<file path="src/rtl/alu_seq.sv">
// alu_seq: multi-precision add/subtract sequencer for a shared 8-bit ALU.
// It takes an NBYTES-wide command and drives the ALU one byte per clock,
// from LSB to MSB. The carry is chained through a register between bytes.
// At the end it reports the full result, the final carry or borrow, and a
// whole-word zero flag.
//
// Ports:
//   clk, rst        clock; synchronous active-high reset
//   start, cmd, cin command strobe (taken in IDLE only), opcode, carry/borrow in
//   opa, opb        W-bit operands, latched when start is accepted
//   busy, done      busy is high in RUN; done is a one-cycle result-valid pulse
//   result, cout    A+/-B, and carry out (ADD/ADC) or borrow (SUB/SBB)
//   zero            result == 0 over all W bits
//   alu_a, alu_b, alu_carry, alu_op   driven to the ALU from registers
//   alu_c, alu_cout, alu_zero         returned by the ALU
module alu_seq #(
  parameter int unsigned NBYTES = 4
) (
  input  logic                  clk,
  input  logic                  rst,
  input  logic                  start,
  input  logic [1:0]            cmd,
  input  logic                  cin,
  input  logic [8*NBYTES-1:0]   opa,
  input  logic [8*NBYTES-1:0]   opb,
  output logic                  busy,
  output logic                  done,
  output logic [8*NBYTES-1:0]   result,
  output logic                  cout,
  output logic                  zero,
  output logic [7:0]            alu_a,
  output logic [7:0]            alu_b,
  output logic                  alu_carry,
  output logic [3:0]            alu_op,
  input  logic [7:0]            alu_c,
  input  logic                  alu_cout,
  input  logic                  alu_zero
);

  localparam int unsigned IDX_W = (NBYTES > 1) ? $clog2(NBYTES) : 1;
  localparam logic [IDX_W-1:0] LAST_IDX = IDX_W'(NBYTES - 1);

  localparam logic [1:0] CMD_ADD = 2'd0;
  localparam logic [1:0] CMD_ADC = 2'd1;
  localparam logic [1:0] CMD_SUB = 2'd2;
  localparam logic [1:0] CMD_SBB = 2'd3;

  localparam logic [3:0] ALU_ADD  = 4'd0;
  localparam logic [3:0] ALU_ADC  = 4'd1;
  localparam logic [3:0] ALU_PASS = 4'd4;

  typedef enum logic [1:0] {
    IDLE = 2'd0,
    RUN  = 2'd1,
    DONE = 2'd2
  } state_t;

  state_t state, state_n;

  logic [NBYTES-1:0][7:0] a_q;
  logic [NBYTES-1:0][7:0] b_q;      // holds ~opb for SUB/SBB
  logic [NBYTES-1:0][7:0] result_q;
  logic [1:0]             cmd_q;
  logic [IDX_W-1:0]       idx;
  logic                   carry_q;
  logic                   zacc;
  logic                   cout_q;
  logic                   zero_q;
  logic                   busy_q;
  logic                   done_q;
  logic                   carry_init;
  logic                   accept;

  assign accept = (state == IDLE) && start;

  // Initial carry: subtraction is A + ~B + 1, and a borrow-in removes the +1
  always_comb begin
    carry_init = 1'b0;
    case (cmd)
      CMD_ADD: carry_init = 1'b0;
      CMD_ADC: carry_init = cin;
      CMD_SUB: carry_init = 1'b1;
      CMD_SBB: carry_init = ~cin;
      default: carry_init = 1'b0;
    endcase
  end

  // State register
  always_ff @(posedge clk) begin
    if (rst) state <= IDLE;
    else     state <= state_n;
  end

  // Next-state logic
  always_comb begin
    state_n = state;
    case (state)
      IDLE:    if (start) state_n = RUN;
      RUN:     if (idx == LAST_IDX) state_n = DONE;
      DONE:    state_n = IDLE;
      default: state_n = IDLE;
    endcase
  end

  // ALU drive: the current byte while in RUN, otherwise idle pass-A with zeros
  always_comb begin
    alu_a     = 8'd0;
    alu_b     = 8'd0;
    alu_carry = 1'b0;
    alu_op    = ALU_PASS;
    if (state == RUN) begin
      alu_a     = a_q[idx];
      alu_b     = b_q[idx];
      alu_carry = carry_q;
      alu_op    = ((idx == '0) && (cmd_q == CMD_ADD)) ? ALU_ADD : ALU_ADC;
    end
  end

  // Operand latch, byte walk, and result/flag capture
  always_ff @(posedge clk) begin
    if (rst) begin
      a_q      <= '0;
      b_q      <= '0;
      result_q <= '0;
      cmd_q    <= CMD_ADD;
      idx      <= '0;
      carry_q  <= 1'b0;
      zacc     <= 1'b0;
      cout_q   <= 1'b0;
      zero_q   <= 1'b0;
    end else if (accept) begin
      a_q     <= opa;
      b_q     <= cmd[1] ? ~opb : opb;
      cmd_q   <= cmd;
      idx     <= '0;
      carry_q <= carry_init;
      zacc    <= 1'b1;
    end else if (state == RUN) begin
      result_q[idx] <= alu_c;
      carry_q       <= alu_cout;
      zacc          <= zacc & alu_zero;
      if (idx == LAST_IDX) begin
        // For subtraction, the ALU carry out is the inverse of the borrow
        cout_q <= alu_cout ^ cmd_q[1];
        zero_q <= zacc & alu_zero;
        idx    <= '0;
      end else begin
        idx <= idx + IDX_W'(1);
      end
    end
  end

  // Status flops follow the next state, so they line up with the state register
  always_ff @(posedge clk) begin
    if (rst) begin
      busy_q <= 1'b0;
      done_q <= 1'b0;
    end else begin
      busy_q <= (state_n == RUN);
      done_q <= (state_n == DONE);
    end
  end

  assign busy   = busy_q;
  assign done   = done_q;
  assign result = result_q;
  assign cout   = cout_q;
  assign zero   = zero_q;

endmodule

</file>
<file path="config.mk">
export PLATFORM = sky130hd
export DESIGN_NAME = alu_seq
export DESIGN_NICKNAME = d
export VERILOG_FILES = /design/src/rtl/alu_seq.sv
export SDC_FILE = /design/constraint.sdc
export NUM_CORES = 1
export LEC_CHECK = 0
export ABC_CLOCK_PERIOD_IN_PS = 1650
export CORE_AREA = 2 2 108 110
export CTS_BUF_LIST = sky130_fd_sc_hd__clkbuf_4
export DETAILED_ROUTE_END_ITERATION = 10
export DIE_AREA = 0 0 110 112
export GPL_TIMING_DRIVEN = 0
export PLACE_DENSITY = 0.86
export SKIP_CTS_REPAIR_TIMING = 1
export SLEW_MARGIN = 20
export SYNTH_ARGS = -nofsm -noshare
export SYNTH_HDL_FRONTEND = slang
export SYNTH_SLANG_ARGS = --single-unit
</file>
<file path="constraint.sdc">
create_clock -name clk -period 1.65 [get_ports clk]
set_input_delay 0.4125 -clock clk [delete_from_list [all_inputs] [get_ports clk]]
set_output_delay 0.4125 -clock clk [all_outputs]
set_load 0.02 [all_outputs]
</file>
==> impl_metrics.toml <==
[min_path]
hold_path.class = "input port to flip-flop"

[logic_synthesis]
post-synth-top-area-cell = "dfxtp_1"
ys_seq_area_share_pct = 44.1
synth_area_per_cell_um2 = 9.77
synth_cells = 502
ys_seq_elements = 108
synth.yosys.warnings = 0
synth_cell_types = 34
synth_area_um2 = 4900
synth_area_leaders = "dfxtp_1 (44%), a211oi_2 (8.4%), mux4_2 (7.3%)"
synth_async_sr_flop_share_pct = 0
yosys_most_used_dff = "dfxtp_1"
synth_edf_count = 0
synth_commonest_cells = "dfxtp_1 (108), nand2_1 (87), nor2_1 (63)"
synth_most_common_cell = "dfxtp_1"
synth_top_area_share_pct = 44.1

[worst_setup_path]
required_ns = 1.24
start_kind = "flip-flop"
critPathKind = "flip-flop to output port"
cp_max_fo = 7
worstPathArrival_ns = 1.90
critPathCaptureType = "output port"

[detailed_routing]
wl_per_cell_um = 16.9
via_count = 4140
ant_nets = 0
dr_wl_met2_um = 6980
drtPass1Iterations = 4
wl_met1_um = 5480
vias_per_cell = 5.13
drt_wl_total_um = 13600
met3_length_um = 724
top_layer = "met4"
drc = 0
drt_iter0_markers = 220

[clock_network]
cts_buffers = 9
cts_tree = "built"
clk_latency_ns = 0.47
clock_path_buffers = 2
cts.sinks = 108
cts_root_buf = "clkbuf_4"
ctsHtreeMaxLevel = 3
clk_pin_slew_ns = 0.17

[floorplan]
dieArea_um2 = 12300
core_area_um2 = 11200
die_y_um = 112
row_count = 39
start_util_pct = 43.9
die_x_um = 110
io-pin-count = 137

[grt]
grt_pass1_vias = 4177
antenna_found_initial = 0
grt_overflow = 0
grt_use_total_pct = 21.5
grt_pass1_wl_um = 20400
grt_start_max_net_pins = 20

[sta]
rsz0062_at_grt = "yes"
max_freq_mhz = 432
fin_setup_tns_ns = -11.30
tightest_slew_ns = 0.693
post-route-min-period_ns = 2.32
final.setup.worst_slack_ns = -0.667
fin_worst_hold_slack_ns = 0.319
finClkSkew_ns = 0.0159
drv_slew = 0
fin_crit_sh_pct = 140
maxSlewHeadroom_pct = 53.8
final_hold_viol_count = 0
setup_viol = 19

[status]
status = "complete, but fails checks"
violations = "negative setup slack"

[cells_and_area]
drive_above_1_share_pct = 23.3
fillers = 882
nNetsFinal = 743
utilization_pct = 62.5
design_area_um2 = 6980
antenna_cells = 0
syn_to_final_growth_pct = 42.4

[power]
cellLeakagePower_nw = 3.31
comb_power_share_pct = 22.0
p_sw_mw = 1.58
ir_drop_mv = 0.469
p_per_area_nw_per_um2 = 781
p_int_mw = 3.88
p_sw_share_pct = 28.9
p_clk_share_pct = 25.9
seqPwrFrac_pct = 52.1
fin_total_pwr_mw = 5.46

[place]
portBuffers = 133
placed_area_um2 = 6490
dp_hpwl_um = 9750
gp_congestion = 0.825

[run]
max-cap-violations = 0
layer usage:
metal / track usage [%] / vias up
li1: - / 1996
met1: 26.1 / 1968
met2: 37.1 / 148
met3: 2.58 / 28
met4: 10.3 / 0
met5: 0 / -
critical path, cell delays in order, from the launching register on:
cell	delay (ns)
dfxtp_4	0.40
buf_12	0.14
buf_4	0.12
mux4_2	0.47
nor2b_1	0.15
buf_2	0.17
layout make-up:
cell class / instances / area (um^2) / share of cell area, %
Multi-Input combinational cell: 345 / 2520 / 36.1
Sequential cell: 108 / 2170 / 31.0
Timing Repair Buffer: 145 / 1570 / 22.5
Buffer: 46 / 383 / 5.48
Tap cell: 143 / 179 / 2.56
Clock inverter: 7 / 80.1 / 1.15
Clock buffer: 9 / 67.6 / 0.967
Inverter: 4 / 15.0 / 0.215
cells by family (layout without fill, tap and decap cells):
kind of cell,Yosys count,in the layout,share of synthesized area [%]
other cells,1,2,0.0765
compound gates,85,85,14.1
mux,41,41,12.4
simple gates,179,179,15.7
buf+inv,50,211,6.50
xor+xnor,34,34,6.07
fa+ha+maj,4,4,1.02
flops,108,108,44.1
sequential cells by signal, indices dropped and copies added (netlist names):
signal   cells
idx          2
busy         1
b_q         32
zero         1
zacc         1
result      32
done         1
carry_q      1
cout         1
state        2
cmd_q        2
a_q         32
power by group through the flow:
| stage | Combinational [mW] | Sequential (mW) | Clock, mW |
|---|---|---|---|
| floorplan | 0.681 | 2.89 | 0 |
| global placement | 1.09 | 2.89 | 0 |
| detailed placement | 1.12 | 2.90 | 0 |
| CTS | 1.13 | 2.84 | 1.44 |
| global route | 1.29 | 2.86 | 1.52 |
| finish | 1.20 | 2.84 | 1.42 |
cell usage in the layout, fill, tap and decap left out, drive strengths merged:
cell,Yosys,layout
nor2,63,63
a31oi,1,1
nor2b,17,17
clkbuf,9,21
a21oi,45,45
nand2b,1,1
nor4bb,1,1
nand3b,4,4
nand3,1,1
o21ai,1,1
inv,4,8
nor3b,1,1
clkinv,0,2
conb,1,2
or3,1,1
ha,4,4
o31ai,1,1
xnor2,33,33
nor3,1,1
mux4,16,16
a211oi,34,34
xor2,1,1
bufinv,0,1
nand2,87,87
dfxtp,108,108
o21a,1,1
and3b,1,1
dlymetal6s2s,0,36
mux2i,25,25
o21bai,2,2
clkdlybuf4s50,0,78
buf,37,65
or3b,1,1
metrics by stage:
step | std cells | setup slack [ns]
after floorplan | 503 | -0.0286
after global placement | 779 | -0.807
after detailed placement | 779 | -0.837
after CTS | 795 | -1.36
after global routing | 807 | -0.711
final | 807 | -0.667
final timing paths:
kind | startpoint | endpoint | slack [ns] | cells after the start
setup / recovery | idx[0] | alu_a[4] | -0.67 | 5
setup reg to reg | idx[0] | result[20] | 0.03 | 8
hold reg to reg | result[29] | result[29] | 0.46 | 2
hold / removal | cmd[1] | b_q[29] | 0.32 | 3
Note: power is estimated with default switching activity, not from simulation.
